`src/rtl/slt32_cmp_pkg.sv`:
```
// Shared ALU constants for the set-less-than compare stage: operand width and
// result encoding of the zero-extended slt bit.
package slt32_cmp_pkg;

  localparam int unsigned SLT_WIDTH = 32;

  typedef enum logic {
    RES_GE = 1'b0,
    RES_LT = 1'b1
  } slt_res_e;

endpackage

```
`src/rtl/slt32_cmp_if.sv`:
```
// Operand/result bundle between the host ALU and the registered signed compare.
interface slt32_cmp_if
  import slt32_cmp_pkg::*;
#(
  parameter int unsigned WIDTH = SLT_WIDTH
);

  logic [WIDTH-1:0] A;
  logic [WIDTH-1:0] B;
  logic [WIDTH-1:0] S;
  logic             in_valid;
  logic             slt;
  logic             s_err;
  logic             out_valid;

  modport master (
    output A, B, S, in_valid,
    input  slt, s_err, out_valid
  );

  modport slave (
    input  A, B, S, in_valid,
    output slt, s_err, out_valid
  );

endinterface

```
`src/rtl/slt32_cmp.sv`:
```
// Registered signed less-than with a cross-check of the host adder's A-B.
// One-cycle latency, one result per cycle, results held while idle.
module slt32_cmp
  import slt32_cmp_pkg::*;
#(
  parameter int unsigned WIDTH = SLT_WIDTH
) (
  input  logic        clk,
  input  logic        rst,
  slt32_cmp_if.slave  bus
);

  logic [WIDTH:0] diff;
  slt_res_e       lt_next;
  logic           err_next;

  logic slt_d,       slt_q;
  logic s_err_d,     s_err_q;
  logic out_valid_d, out_valid_q;

  // Sign-extending to WIDTH+1 bits makes the top bit of the difference the
  // true signed comparison, with overflow already folded in.
  always_comb begin
    diff     = {bus.A[WIDTH-1], bus.A} - {bus.B[WIDTH-1], bus.B};
    lt_next  = diff[WIDTH] ? RES_LT : RES_GE;
    err_next = (bus.S != diff[WIDTH-1:0]);
  end

  always_comb begin
    slt_d       = slt_q;
    s_err_d     = s_err_q;
    out_valid_d = 1'b0;
    if (bus.in_valid) begin
      slt_d       = lt_next;
      s_err_d     = err_next;
      out_valid_d = 1'b1;
    end
  end

  // NOTE: non-blocking assignments in clocked logic so every flop samples the
  // pre-edge value; the reset branch is in the sensitivity list, making the
  // clear take effect without waiting for clk.
  always_ff @(posedge clk or posedge rst) begin
    if (rst) begin
      slt_q       <= 1'b0;
      s_err_q     <= 1'b0;
      out_valid_q <= 1'b0;
    end else begin
      slt_q       <= slt_d;
      s_err_q     <= s_err_d;
      out_valid_q <= out_valid_d;
    end
  end

  assign bus.slt       = slt_q;
  assign bus.s_err     = s_err_q;
  assign bus.out_valid = out_valid_q;

endmodule

```
`src/flat_wrapper.sv`:
```
// flat-port wrapper written by rule: the top's interface ports become plain ports
module slt32_cmp_flat import slt32_cmp_pkg::*;
#(
  parameter int unsigned WIDTH = SLT_WIDTH
)
  (clk, rst, bus_A, bus_B, bus_S, bus_in_valid, bus_slt, bus_s_err, bus_out_valid);
  slt32_cmp_if #(.WIDTH(WIDTH)) bus_i ();
  input  logic clk;
  input  logic rst;
  input wire logic [$bits(bus_i.A)-1:0] bus_A;
  input wire logic [$bits(bus_i.B)-1:0] bus_B;
  input wire logic [$bits(bus_i.S)-1:0] bus_S;
  input wire logic [$bits(bus_i.in_valid)-1:0] bus_in_valid;
  output wire logic [$bits(bus_i.slt)-1:0] bus_slt;
  output wire logic [$bits(bus_i.s_err)-1:0] bus_s_err;
  output wire logic [$bits(bus_i.out_valid)-1:0] bus_out_valid;
  assign bus_i.A = bus_A;
  assign bus_i.B = bus_B;
  assign bus_i.S = bus_S;
  assign bus_i.in_valid = bus_in_valid;
  assign bus_slt = bus_i.slt;
  assign bus_s_err = bus_i.s_err;
  assign bus_out_valid = bus_i.out_valid;
  slt32_cmp #(.WIDTH(WIDTH)) u_core (.clk(clk), .rst(rst), .bus(bus_i));
endmodule
```
`config.mk`:
```
export PLATFORM = sky130hd
export DESIGN_NAME = slt32_cmp_flat
export DESIGN_NICKNAME = d
export VERILOG_FILES = /design/src/rtl/slt32_cmp_pkg.sv /design/src/rtl/slt32_cmp_if.sv /design/src/rtl/slt32_cmp.sv /design/src/flat_wrapper.sv
export SDC_FILE = /design/constraint.sdc
export NUM_CORES = 1
export LEC_CHECK = 0
export ABC_AREA = 0
export ABC_CLOCK_PERIOD_IN_PS = 800
export CORE_ASPECT_RATIO = 0.8
export CORE_MARGIN = 8
export CORE_UTILIZATION = 30
export CTS_CLUSTER_DIAMETER = 100
export DETAILED_ROUTE_END_ITERATION = 12
export GPL_TIMING_DRIVEN = 0
export HOLD_SLACK_MARGIN = 0.02
export PLACE_DENSITY_LB_ADDON = 0.08
export SLEW_MARGIN = 30
export SYNTH_ARGS = -nofsm -noshare
export SYNTH_HDL_FRONTEND = slang
export SYNTH_SLANG_ARGS = --single-unit
```
`constraint.sdc`:
```
create_clock -name clk -period 0.8 [get_ports clk]
set_input_delay 0.12 -clock clk [delete_from_list [all_inputs] [get_ports clk]]
set_output_delay 0.12 -clock clk [all_outputs]
set_load 0.01 [all_outputs]
```
==> After elaboration in Yosys (flattened, before gate mapping) <==
Cells that the tools add are included.
{ "word_totals": {"register_bits": 3, "latch_bits": 0, "ramBits": 0, "rom_bits": 0, "input_bits": 99, "output_inout_bits": 3, "elab_cells": 7, "mem_count": 0} }
{ "op_classes": {"n_addsub": 1, "multipliers": 0, "n_div": 0, "magnitude_cmp": 0, "eq_ne": 1, "n_shift": 0, "muxes": 2, "bitwise_logic": 0, "reduce_logical": 0} }
{ "ops": {"columns": ["op", "count"], "rows": [
  ["32-bit by 32-bit subtractor with 33-bit output", 1],
  ["32-bit inequality test", 1],
  ["1-bit 2-to-1 mux", 2]
]} }

==> Logic depth before layout (Yosys ltp) <==
{ "depth": {"word_depth": 2, "ltp_mapped": 13, "ltp_nobuf": 13} }

==> Worst setup path after synthesis <==
No wires, ideal clock.
{ "synth_timing": {"path_type": "input port to flip-flop", "from": "input bus_A[0]", "to": "register u_core.s_err_q (netlist: u_core.bus.s_err)", "setup_ns": 0.131, "t_arrival_ns": 2.394, "t_required_ns": 0.669, "slack_ns": -1.725, "cell_stages": 13, "n_path_buf": 0, "cell_sequence": "inv_1 > ha_1 > fa_1 > nand2b_1 > a21oi_1 > nor2_1 > o21a_1 > mux2_2 > nand4_1 > a2111oi_0 > nand4_1 > nor4_1 > a31oi_1"} }
{ "synth_between": {"elab_chain_cells": 2} }
{ "synth_rtl": {"columns": ["element", "line", "rtl"], "rows": [
  ["from (decl)", "flat_wrapper.sv:10", "input wire logic [$bits(bus_i.A)-1:0] bus_A;"],
  ["32-bit by 32-bit subtractor with 33-bit output", "slt32_cmp.sv:24", "diff = {bus.A[WIDTH-1], bus.A} - {bus.B[WIDTH-1], bus.B};"],
  ["32-bit inequality test", "slt32_cmp.sv:26", "err_next = (bus.S != diff[WIDTH-1:0]);"],
  ["to (signal assigned)", "slt32_cmp.sv:50", "s_err_q <= s_err_d;"],
  ["to (decl)", "slt32_cmp.sv:18", "logic s_err_d, s_err_q;"]
]} }
Every way passes these cells.
A chain may end at the register's enable or synchronous reset.

==> Final worst setup path <==
{ "layout_timing": {"from": "input bus_A[12]", "to": "register u_core.s_err_q (netlist: u_core.bus.s_err)"} }
Same word-level chain as after synthesis.

==> run_results.csv <==
group,metric,value,unit
global_routing,antenna_found_initial,0,
critical_path,rr_worst_depth,3,
sta,hold_ws,77.9,ps
run_status,violations,"negative setup slack",
critical_path,reg2reg_slack,30,ps
final_layout,n_antenna_cell,0,
critical_path,worstPathRequired,880,ps
clocking,clock_latency,220,ps
pwr,ir_drop,0.551,mV
critical_path,max_stage_delay,420,ps
sta,relSlewSlack,67.4,%
critical_path,path_cells,"dlygate4sd2_1 > ha_1 > buf_6 > nand4_1 > o22ai_2 > a21o_1 > a221o_1 > a21boi_1 > mux2i_1 > nand4_1 > nor3_1 > a31oi_1",
sta,max_freq,367,MHz
floorplanning,fp.dieW,117,um
routing,drt-met1-wl,4860,um
sta,setup_viol,5,
final_layout,drive_gt1_share,36.4,%
critical_path,cp.arrival,2810,ps
sta,min_period_over_period,341,%
worst_hold_path,hold_class,"primary input to async pin",
placed_design,dpl-instance-area,3690,sq um
logic_synthesis,ys.flop_type,"dfrtp_1",
pwr,power_leakage,2.03,nW
clocking,cts_sinks,3,
critical_path,worst_path_most_repeated_cell,"nand4_1",
floorplanning,die_h,96.7,um
final_layout,fill_cells,725,
final_layout,area.growth.synth_to_final,99.2,%
pwr,total_power,0.00455,W
routing,wl_per_cell,16.2,um
critical_path,worstSetupStartpointType,"primary input",
logic_synthesis,ys_seq_elements,3,
logic_synthesis,synthCells,359,
global_routing,grt_max_degree,9,
clocking,htree_levels,1,
sta,skew,0,ps
global_routing,track_usage,17.4,%
routing,firstDrtPassIters,4,
routing,postRouteAntennaNets,0,
pwr,power_density,936,nW/um^2
critical_path,crit_fanout,5,
floorplanning,boundaryPins,102,
sta,setup_ws,-1930,ps
logic_synthesis,ys_async_sr_fraction,100,%
sta,finalMaxSlewViolations,0,
clocking,clk_pin_slew,30,ps
clocking,cts_buffers,3,
logic_synthesis,yosys_warnings,0,
routing,met2_length,4460,um
floorplanning,core.rowCount,29,
floorplanning,core-area,7910,sq um
routing,num_vias,3235,
critical_path,cpMaxStageDelayCell,"a221o_1",
floorplanning,start_util,30.8,%
logic_synthesis,ys_types,55,
placed_design,numPortBuffers,101,
final_layout,finalNetCount,655,
routing,drc,0,
critical_path,cp-end-kind,"flip-flop",
run_status,status,"complete, but fails checks",
routing,vias_per_cell,5.13,
placed_design,preCtsSetupSlack,-2760,ps
clocking,cts_tree,"built",
sta,hold_viol,0,
global_routing,grt_pass1_vias,3327,
critical_path,r2r_start,"u_core.bus.slt",
global_routing,grt_overflow,0,
global_routing,grt_pass1_wl,16300,um
routing,drt_iter0_markers,210,
clocking,root_buffer,"clkbuf_8",
final_layout,design_area,4860,sq um
sta,finalCriticalPeriod,2730,ps
floorplanning,dieArea,11300,sq um
routing,highest_layer,"met4",
placed_design,gp_congestion,0.859,
sta,rsz0062_at_grt,"true",
logic_synthesis,syn-cell-area,2440,sq um
final_layout,final_core_util,61.4,%
placed_design,dp_hpwl,7740,um
logic_synthesis,seq_area_frac_synth,3.08,%
logic_synthesis,synth.avg_cell_area,6.80,sq um
clocking,clockBufferDepth,2,
run,drv_cap,0,
routing,wl,10200,um
critical_path,reg2reg_to,"u_core.bus.slt",
critical_path,crit_type,"primary input to flip-flop",
logic_synthesis,syn_nets,491,
sta,worst_slew_pin_slew,477,ps
logic_synthesis,synth-edff-count,0,
clocking,ctsHoldBuffers,0,
routing,route.met3.wl,811,um
==> report_power, final <==
| part | leakage [nW] | total [W] | internal [W] | switching, W |
|---|---|---|---|---|
| Combinational | 1.98 | 0.00393 | 0.00208 | 0.00185 |
| Clock | 0.0228 | 0.000447 | 0.000340 | 0.000107 |
| Sequential | 0.0321 | 0.000169 | 0.000162 | 0.00000615 |
==> critical path, delay by kind of cell <==
| kind | cells | cell delay, ps |
|---|---|---|
| muxes | 1 | 310 |
| buffers and inverters | 2 | 370 |
| and+or+nand+nor | 3 | 590 |
| adders and majority gates | 1 | 290 |
| AOI/OAI and AO/OA | 5 | 1120 |
==> layout make-up <==
class | instances | area [sq um] | area share [%]
Sequential cell | 3 | 75.1 | 1.54
Tap cell | 108 | 135 | 2.78
Timing Repair Buffer | 162 | 1500 | 30.9
Multi-Input combinational cell | 310 | 2910 | 59.8
Buffer | 3 | 33.8 | 0.695
Clock buffer | 4 | 45.0 | 0.927
Inverter | 40 | 160 | 3.30
==> state kept, by name (all words and copies together), names as in the netlist <==
name	count
u_core.bus.out_valid	1
u_core.bus.s_err	1
u_core.bus.slt	1
==> synth_stat cells, types with 2 or more instances <==
master     number  area (sq um)
a211o_1         2          17.5
buf_2           5          25.0
nand4_1         8          50.1
o21a_1          7          52.6
a21boi_0        2          15.0
mux2_2          2          22.5
o22ai_1         2          12.5
o211ai_1        8          60.1
o31ai_1         2          15.0
a31oi_1         3          18.8
nand2b_1        8          50.1
nand2_1        32           120
xor2_1         14           123
nor3_1         13          65.1
a21oi_1        37           185
nor4_1          3          18.8
dfrtp_1         3          75.1
inv_1          40           150
o2111ai_1       4          35.0
nand3_1         9          45.0
xnor2_1        33           289
nor3b_1         2          15.0
o21ai_0        15          75.1
nor2_1         26          97.6
mux2i_1         3          30.0
a2111oi_0       2          17.5
a21o_1          8          60.1
o21ai_1         3          15.0
a311oi_1        2          17.5
and3_1          3          18.8
ha_1           32           400
a211oi_1        3          22.5
==> cells in the final DEF, fill, tap and decap left out, types with 8 or more instances in the layout <==
| cell | n |
|---|---|
| buf_6 | 19 |
| a21oi_2 | 11 |
| a21oi_1 | 19 |
| nand2_1 | 27 |
| nand3_1 | 9 |
| o21ai_0 | 8 |
| o211ai_1 | 8 |
| xnor2_1 | 29 |
| a21oi_4 | 8 |
| clkdlybuf4s50_1 | 52 |
| ha_4 | 26 |
| xor2_1 | 11 |
| nor3_1 | 11 |
| inv_1 | 18 |
| nand4_1 | 8 |
| inv_2 | 20 |
| nor2_1 | 25 |
| a21o_1 | 8 |
| buf_4 | 48 |
| dlygate4sd2_1 | 23 |
==> worst max-delay path by stage <==
| stage | startpoint | end | slack [ps] | cells after the start |
|---|---|---|---|---|
| 2_1_floorplan | bus_B[15] | u_core.bus.s_err | -1510 | 13 |
| 3_5_place_dp | bus_B[13] | u_core.bus.s_err | -2760 | 13 |
| 3_3_place_gp | bus_B[13] | u_core.bus.s_err | -2770 | 13 |
| 6_report | bus_A[12] | u_core.bus.s_err | -1930 | 12 |
| 5_1_grt | bus_B[25] | u_core.bus.s_err | -1990 | 14 |
| 4_1_cts | bus_A[0] | u_core.bus.s_err | -1870 | 14 |
==> what timing repair did <==
item / CTS / global route
buffers inserted: 46 / 15
pin swaps: 78 / 20
resized for setup: 186 / 56
endpoints found under the setup margin: 5 / 5
==> kinds of logic after synthesis <==
kind of cell             count (synthesis)  share of synthesized area, %
AO/OA/AOI/OAI                          112                          30.5
AND/OR/NAND/NOR                        112                          22.2
XOR/XNOR                                48                          17.5
buffers and inverters                   46                          7.33
adder cells (fa/ha/maj)                 33                          17.2
multiplexers                             5                          2.15
flip-flops                               3                          3.08
==> per-stage QoR <==
step,TNS (ps),instances
after global routing,-3830,630
after global placement,-5560,568
after floorplan,-2910,359
after CTS,-3770,616
final,-3560,630
after detailed placement,-5610,568
==> metal layers <==
layer  vias to the layer above  GRT usage [%]
met2                        97           26.6
met4                         0           1.67
met5                         -              0
met1                      1508           24.9
met3                         6           3.73
li1                       1624              -
Power figures use the tool's default switching activity.
